--- config.mk ---
export PLATFORM = sky130hd
export DESIGN_NAME = mem_arbiter
export DESIGN_NICKNAME = d
export VERILOG_FILES = /design/src/rtl/mem_arbiter.sv
export SDC_FILE = /design/constraint.sdc
export NUM_CORES = 1
export LEC_CHECK = 0
export CELL_PAD_IN_SITES_DETAIL_PLACEMENT = 2
export CELL_PAD_IN_SITES_GLOBAL_PLACEMENT = 2
export CORE_ASPECT_RATIO = 1.75
export CORE_MARGIN = 1
export CORE_UTILIZATION = 30
export CTS_BUF_LIST = sky130_fd_sc_hd__clkbuf_8 sky130_fd_sc_hd__clkbuf_16
export DETAILED_ROUTE_END_ITERATION = 10
export MAX_ROUTING_LAYER = met4
export PLACE_DENSITY_LB_ADDON = 0.1
export SETUP_SLACK_MARGIN = 0.2
export SYNTH_ARGS = -nofsm -noshare
export SYNTH_HDL_FRONTEND = slang
export SYNTH_SLANG_ARGS = --single-unit
--- constraint.sdc ---
create_clock -name clk -period 2.3 [get_ports clk]
set_clock_uncertainty 0.05 [all_clocks]
set_input_delay 0.46 -clock clk [delete_from_list [all_inputs] [get_ports clk]]
set_output_delay 0.46 -clock clk [all_outputs]
set_load 0.01 [all_outputs]
--- src/rtl/mem_arbiter.sv ---
// mem_arbiter: shares the single backing-memory port between the I-cache
// refill engine (multi-beat line fills) and the Memory-stage load/store path
// (single beats). Simultaneous requests are granted round-robin; at most one
// memory beat is outstanding at any time.
// Optional build macro: CRIT_WORD_FIRST_EN -- refills start at the missed
// word and wrap around the line instead of always starting at word 0.
module mem_arbiter #(
  parameter int BLOCK_WORDS = 16,
  parameter int ADDR_WIDTH  = 32,
  parameter int DATA_WIDTH  = 32
) (
  input  logic                            clk,
  input  logic                            reset_n,
  input  logic                            ICReq,
  input  logic [ADDR_WIDTH-1:0]           ICAddr,
  output logic [DATA_WIDTH-1:0]           ICRData,
  output logic                            ICRValid,
  output logic [$clog2(BLOCK_WORDS)-1:0]  ICBeatIdx,
  output logic                            ICDone,
  input  logic                            DReq,
  input  logic                            DWE,
  input  logic [ADDR_WIDTH-1:0]           DAddr,
  input  logic [DATA_WIDTH-1:0]           DWData,
  output logic [DATA_WIDTH-1:0]           DRData,
  output logic                            DDone,
  output logic                            StallMemD,
  output logic                            MemValid,
  output logic                            MemWE,
  output logic [ADDR_WIDTH-1:0]           MemAddr,
  output logic [DATA_WIDTH-1:0]           MemWData,
  input  logic                            MemReady,
  input  logic                            MemRValid,
  input  logic [DATA_WIDTH-1:0]           MemRData
);

  localparam int IDX_W = $clog2(BLOCK_WORDS);
  localparam int OFF_W = IDX_W + 2;

  typedef enum logic [2:0] {
    IDLE,
    I_ISSUE,
    I_WAIT,
    D_ISSUE,
    D_WAIT
  } state_t;

  state_t                     state_q, state_d;
  logic [IDX_W-1:0]           beat_q, beat_d;
  logic [IDX_W-1:0]           start_q, start_d;
  logic [ADDR_WIDTH-1:OFF_W]  lineTag_q, lineTag_d;
  logic [ADDR_WIDTH-1:0]      dAddr_q, dAddr_d;
  logic [DATA_WIDTH-1:0]      dWData_q, dWData_d;
  logic                       dWE_q, dWE_d;
  logic                       lastGrantD_q, lastGrantD_d;
  logic                       icRValid_q, icRValid_d;
  logic [DATA_WIDTH-1:0]      icRData_q, icRData_d;
  logic [IDX_W-1:0]           icBeatIdx_q, icBeatIdx_d;
  logic                       icDone_q, icDone_d;
  logic                       dDone_q, dDone_d;
  logic [DATA_WIDTH-1:0]      dRData_q, dRData_d;

  logic                       reqI, reqD;
  logic                       grantI, grantD;
  logic [IDX_W-1:0]           reqStart;
  logic [IDX_W-1:0]           beatNext;
  logic                       lastBeat;
  logic [ADDR_WIDTH-1:0]      beatAddr;
  logic                       unusedIcOffset;

`ifdef CRIT_WORD_FIRST_EN
  assign reqStart = ICAddr[OFF_W-1:2];
`else
  assign reqStart = '0;
`endif

  // The byte offset of ICAddr only matters for the start word, if at all.
  assign unusedIcOffset = ^ICAddr[OFF_W-1:0];

  // A requester whose Done is showing this cycle is finished even if its
  // request line has not dropped yet, so it must not be re-granted.
  assign reqI   = ICReq & ~icDone_q;
  assign reqD   = DReq & ~dDone_q;
  assign grantI = reqI & (~reqD | lastGrantD_q);
  assign grantD = reqD & (~reqI | ~lastGrantD_q);

  // The beat after the final one would be the start word again.
  assign beatNext = beat_q + IDX_W'(1);
  assign lastBeat = (beatNext == start_q);
  assign beatAddr = {lineTag_q, beat_q, 2'b00};

  assign ICRData   = icRData_q;
  assign ICRValid  = icRValid_q;
  assign ICBeatIdx = icBeatIdx_q;
  assign ICDone    = icDone_q;
  assign DRData    = dRData_q;
  assign DDone     = dDone_q;
  assign StallMemD = DReq & ~dDone_q;

  // Memory request port decoded from the state; values are latched copies so
  // they stay stable until the beat is accepted.
  always_comb begin
    MemValid = 1'b0;
    MemWE    = 1'b0;
    MemAddr  = '0;
    MemWData = '0;
    case (state_q)
      I_ISSUE: begin
        MemValid = 1'b1;
        MemAddr  = beatAddr;
      end
      D_ISSUE: begin
        MemValid = 1'b1;
        MemWE    = dWE_q;
        MemAddr  = dAddr_q;
        MemWData = dWData_q;
      end
      default: ;
    endcase
  end

  // Next-state logic: arbitration, beat sequencing and completion strobes.
  always_comb begin
    state_d      = state_q;
    beat_d       = beat_q;
    start_d      = start_q;
    lineTag_d    = lineTag_q;
    dAddr_d      = dAddr_q;
    dWData_d     = dWData_q;
    dWE_d        = dWE_q;
    lastGrantD_d = lastGrantD_q;
    icRValid_d   = 1'b0;
    icRData_d    = icRData_q;
    icBeatIdx_d  = icBeatIdx_q;
    icDone_d     = 1'b0;
    dDone_d      = 1'b0;
    dRData_d     = dRData_q;
    case (state_q)
      IDLE: begin
        if (grantI) begin
          state_d      = I_ISSUE;
          lineTag_d    = ICAddr[ADDR_WIDTH-1:OFF_W];
          start_d      = reqStart;
          beat_d       = reqStart;
          lastGrantD_d = 1'b0;
        end else if (grantD) begin
          state_d      = D_ISSUE;
          dAddr_d      = DAddr;
          dWData_d     = DWData;
          dWE_d        = DWE;
          lastGrantD_d = 1'b1;
        end
      end
      I_ISSUE: begin
        if (MemReady) begin
          state_d = I_WAIT;
        end
      end
      I_WAIT: begin
        if (MemRValid) begin
          icRValid_d  = 1'b1;
          icRData_d   = MemRData;
          icBeatIdx_d = beat_q;
          if (lastBeat) begin
            icDone_d = 1'b1;
            state_d  = IDLE;
          end else begin
            beat_d  = beatNext;
            state_d = I_ISSUE;
          end
        end
      end
      D_ISSUE: begin
        if (MemReady) begin
          if (dWE_q) begin
            dDone_d = 1'b1;
            state_d = IDLE;
          end else begin
            state_d = D_WAIT;
          end
        end
      end
      D_WAIT: begin
        if (MemRValid) begin
          dRData_d = MemRData;
          dDone_d  = 1'b1;
          state_d  = IDLE;
        end
      end
      default: state_d = IDLE;
    endcase
  end

  // State and output registers; reset aborts any transfer in flight.
  always_ff @(posedge clk or negedge reset_n) begin
    if (!reset_n) begin
      state_q      <= IDLE;
      beat_q       <= '0;
      start_q      <= '0;
      lineTag_q    <= '0;
      dAddr_q      <= '0;
      dWData_q     <= '0;
      dWE_q        <= 1'b0;
      lastGrantD_q <= 1'b0;
      icRValid_q   <= 1'b0;
      icRData_q    <= '0;
      icBeatIdx_q  <= '0;
      icDone_q     <= 1'b0;
      dDone_q      <= 1'b0;
      dRData_q     <= '0;
    end else begin
      state_q      <= state_d;
      beat_q       <= beat_d;
      start_q      <= start_d;
      lineTag_q    <= lineTag_d;
      dAddr_q      <= dAddr_d;
      dWData_q     <= dWData_d;
      dWE_q        <= dWE_d;
      lastGrantD_q <= lastGrantD_d;
      icRValid_q   <= icRValid_d;
      icRData_q    <= icRData_d;
      icBeatIdx_q  <= icBeatIdx_d;
      icDone_q     <= icDone_d;
      dDone_q      <= dDone_d;
      dRData_q     <= dRData_d;
    end
  end

endmodule

==> Flow_metrics.wiki <==
{| class="wikitable"
! Metric !! Value
|-
| Outcome || finished, final reports clean
|-
| Worst Hold Slack || 0.457 ns
|-
| Signal arrival time at the worst endpoint || 1.75 ns
|-
| Kind of launch point of the worst setup path || register
|-
| Wire length of the first global-routing pass || 37.6 mm
|-
| Number of maximum-capacitance violations || 0
|-
| Die Span X || 122 µm
|-
| Port Buf Inserts || 266
|-
| Count of pins on the block boundary || 273
|-
| Largest area contributor in the netlist || sky130_fd_sc_hd__dfrtp_1
|-
| Standby leakage power || 0.00572 µW
|-
| Slew margin rel. || 0.645
|-
| Area share of the largest cell type after synthesis || 0.559
|-
| Number of hold violations in the final report || 0
|-
| Maximum number of pins on one net before global-route repair || 50
|-
| Avg Cell Area, Syn || 14.7 µm²
|-
| CP Data Required Time || 1.79 ns
|-
| Count of distinct cell types in the synthesized netlist || 35
|-
| GRT Util Overall || 0.203
|-
| Count of flip-flops with a built-in enable after synthesis || 0
|-
| Share of final-layout standard cells stronger than drive strength 1 || 0.429
|-
| Combined area of all synthesized cells || 7600 µm²
|-
| Placed inst area || 10800 µm²
|-
| Worst reg2reg path endpoint || lineTag_q[7]
|-
| HPWL reported at the end of detailed placement || 16.9 mm
|-
| Number of clock sinks || 170
|-
| Root buffer cell || sky130_fd_sc_hd__clkbuf_16
|-
| Reg2Reg Launch Point || state_q[1]
|-
| Vias after detailed routing || 5647
|-
| H-tree lvl count || 4
|-
| Portion of the clock cycle consumed by the worst path in the final layout || 0.983
|-
| Number of antenna violations at the first check in global routing || 3
|-
| Dominant cell by count in the synthesized netlist || sky130_fd_sc_hd__dfrtp_1
|-
| Most frequent cells after synthesis || sky130_fd_sc_hd__dfrtp_1, sky130_fd_sc_hd__mux2_2, sky130_fd_sc_hd__mux2_4
|-
| DRC Markers || 0
|-
| Antenna Violating Nets Remaining || 0
|-
| Net count after synthesis || 656
|-
| Overall die area || 26000 µm²
|-
| Standard-cell row count || 76
|-
| RSZ-0062 raised after global routing || yes
|-
| Final Critical Period || 2.26 ns
|-
| Buffer levels on the longest clock path || 2
|-
| DIE HEIGHT || 213 µm
|-
| Transition time at the pin with the least slew margin || 0.532 ns
|-
| Routability Congestion || 0.751
|-
| Worst VDD drop || 0.000635 V
|-
| Final nets || 978
|-
| Final-report max-slew violation count || 0
|-
| Fin area || 12300 µm²
|-
| Post-synthesis to final-layout area growth || 62.3%
|-
| Final count of negative-setup-slack endpoints || 0
|-
| Count of synthesis-stage warnings from yosys || 0
|-
| CTS tree || built
|-
| Clock input transition at the sequential cells of the worst setup and hold paths || 0.07 ns
|-
| Sequential-to-total area share from yosys stat || 0.559
|-
| Kind of end point of the critical path || output port
|-
| Cell types with the largest area share after synthesis || sky130_fd_sc_hd__dfrtp_1, sky130_fd_sc_hd__mux2_4, sky130_fd_sc_hd__mux2_2
|-
| Routed vias/inst || 4.83
|-
| WL per Instance || 23.9 µm
|-
| Critical path endpoint || MemWData[31]
|-
| CP startpoint || state_q[1]
|-
| Top FF cell, synth || sky130_fd_sc_hd__dfrtp_1
|-
| Number of global-route vias before repair || 6511
|-
| Remaining global-route overflow || 0
|-
| Power density over cell area || 1470 nW/µm²
|-
| Number of DRC markers after the initial detailed-route iteration || 140
|-
| Type of the worst setup path || reg2out
|-
| Crit path max fanout || 7
|-
| Number of filler instances in the final layout || 2368
|-
| Maximum clock rate || 0.442 GHz
|-
| Logic depth of the worst register-to-register path || 8
|-
| Effective utilization at floorplan || 0.308
|-
| CTS Buf Count || 17
|-
| Core region area || 24700 µm²
|-
| Clock network latency to the later pin of the worst-skew pair || 0.44 ns
|-
| Number of iterations in the first detailed-routing pass || 4
|-
| Synthesized flop and latch total || 170
|-
| R2R Setup Slk || 0.18 ns
|-
| Total wirelength of the detailed-routed design || 28.0 mm
|-
| Fraction of synthesis flops using an asynchronous set or reset pin || 1.00
|-
| Kind of path behind the tightest hold check || reg2reg
|-
| Post-synthesis cell count || 519
|}
## worst min path at each step
stage	from	end	slack [ns]	cells past startpoint
finish	dAddr_q[0]	dAddr_q[0]	0.46	1
floorplan	reset_n	DDone	0.11	0
CTS	dAddr_q[0]	dAddr_q[0]	0.46	1
detailed placement	reset_n	DRData[17]	0.40	1
global placement	reset_n	ICRData[17]	0.39	1
global route	dAddr_q[0]	dAddr_q[0]	0.47	1
## report_power, final
part           switching (µW)  leakage, µW  internal [µW]
sequential                979      0.00208           4490
clock                    1200     0.000295           1690
combinational            3800      0.00335           5990
total                    5980      0.00572          12200
## worst max-delay path, stage by stage (launching register included)
cell	delay (ns)
sky130_fd_sc_hd__dfrtp_2	0.42
sky130_fd_sc_hd__nor2b_4	0.20
sky130_fd_sc_hd__buf_6	0.16
sky130_fd_sc_hd__buf_16	0.14
sky130_fd_sc_hd__buf_6	0.10
sky130_fd_sc_hd__and3_4	0.18
sky130_fd_sc_hd__buf_6	0.11
## cell usage in the layout, fill, tap and decap left out, types with 3 or more instances in the layout
| master | n |
|---|---|
| sky130_fd_sc_hd__buf_8 | 3 |
| sky130_fd_sc_hd__nand2_1 | 6 |
| sky130_fd_sc_hd__buf_16 | 6 |
| sky130_fd_sc_hd__clkbuf_16 | 27 |
| sky130_fd_sc_hd__inv_1 | 9 |
| sky130_fd_sc_hd__clkdlybuf4s50_1 | 198 |
| sky130_fd_sc_hd__a21oi_1 | 5 |
| sky130_fd_sc_hd__buf_6 | 47 |
| sky130_fd_sc_hd__mux2_2 | 64 |
| sky130_fd_sc_hd__buf_2 | 30 |
| sky130_fd_sc_hd__diode_2 | 4 |
| sky130_fd_sc_hd__clkbuf_8 | 4 |
| sky130_fd_sc_hd__clkinv_2 | 3 |
| sky130_fd_sc_hd__mux2i_1 | 29 |
| sky130_fd_sc_hd__buf_12 | 18 |
| sky130_fd_sc_hd__nand2b_1 | 4 |
| sky130_fd_sc_hd__dfrtp_1 | 168 |
| sky130_fd_sc_hd__and3_4 | 28 |
| sky130_fd_sc_hd__nor2_1 | 34 |
| sky130_fd_sc_hd__and3_1 | 8 |
| sky130_fd_sc_hd__buf_4 | 21 |
| sky130_fd_sc_hd__mux2_4 | 97 |
## flip-flops by register name, summed over array words and instances (netlist names)
register and count:
state_q 3, ICRData 32, ICRValid 1, dWE_q 1
dWData_q 32, dAddr_q 32, lastGrantD_q 1, ICDone 1
ICBeatIdx 4, DDone 1, beat_q 4, lineTag_q 26
DRData 32
## timing repair
action,CTS,global route
endpoints found under the hold margin,45,0
gates resized for setup,304,99
pin swaps,5,10
setup buffers,16,9
cloned,7,13
setup endpoints to repair,67,182
hold buffers,1,0
## layer usage
metal	part of all wire	track usage	up-vias	wire [µm]
met1	0.35	0.199	2931	9660
met5	0	-	-	0
met4	0.032	0.101	0	901
li1	-	-	2475	-
met2	0.58	0.365	197	16100
met3	0.046	0.0477	44	1280
## per-stage QoR
stage	TNS [ns]	power [µW]	cells	util	setup WS [ns]
after floorplan	0	9450	519	-	0.539
after global placement	0	13000	1088	0.435	0.0830
after detailed placement	0	13300	1088	0.435	0.0724
after global routing	-0.0995	19100	1168	0.499	-0.0248
final	0	18100	1169	0.499	0.0401
after CTS	0	17200	1143	0.475	0.0261
## kinds of logic after synthesis
| family | Yosys count | share of synthesized area |
|---|---|---|
| buf+inv | 41 | 0.0375 |
| simple gates | 92 | 0.0648 |
| compound gates | 20 | 0.0189 |
| flops | 170 | 0.559 |
| xor+xnor | 2 | 0.00230 |
| fa+ha+maj | 2 | 0.00329 |
| mux | 192 | 0.314 |
## area by class of cell
class	instances	area, µm²	share of cell area
well taps	312	390	0.0316
diodes	4	10.0	0.000811
repair buffers	337	3700	0.300
multi-input cells	309	3380	0.274
flip-flops and latches	170	4260	0.345
inverters	6	22.5	0.00183
clock inverters	10	101	0.00821
clock buffers	21	480	0.0389
(Power assumes the default switching activity.)
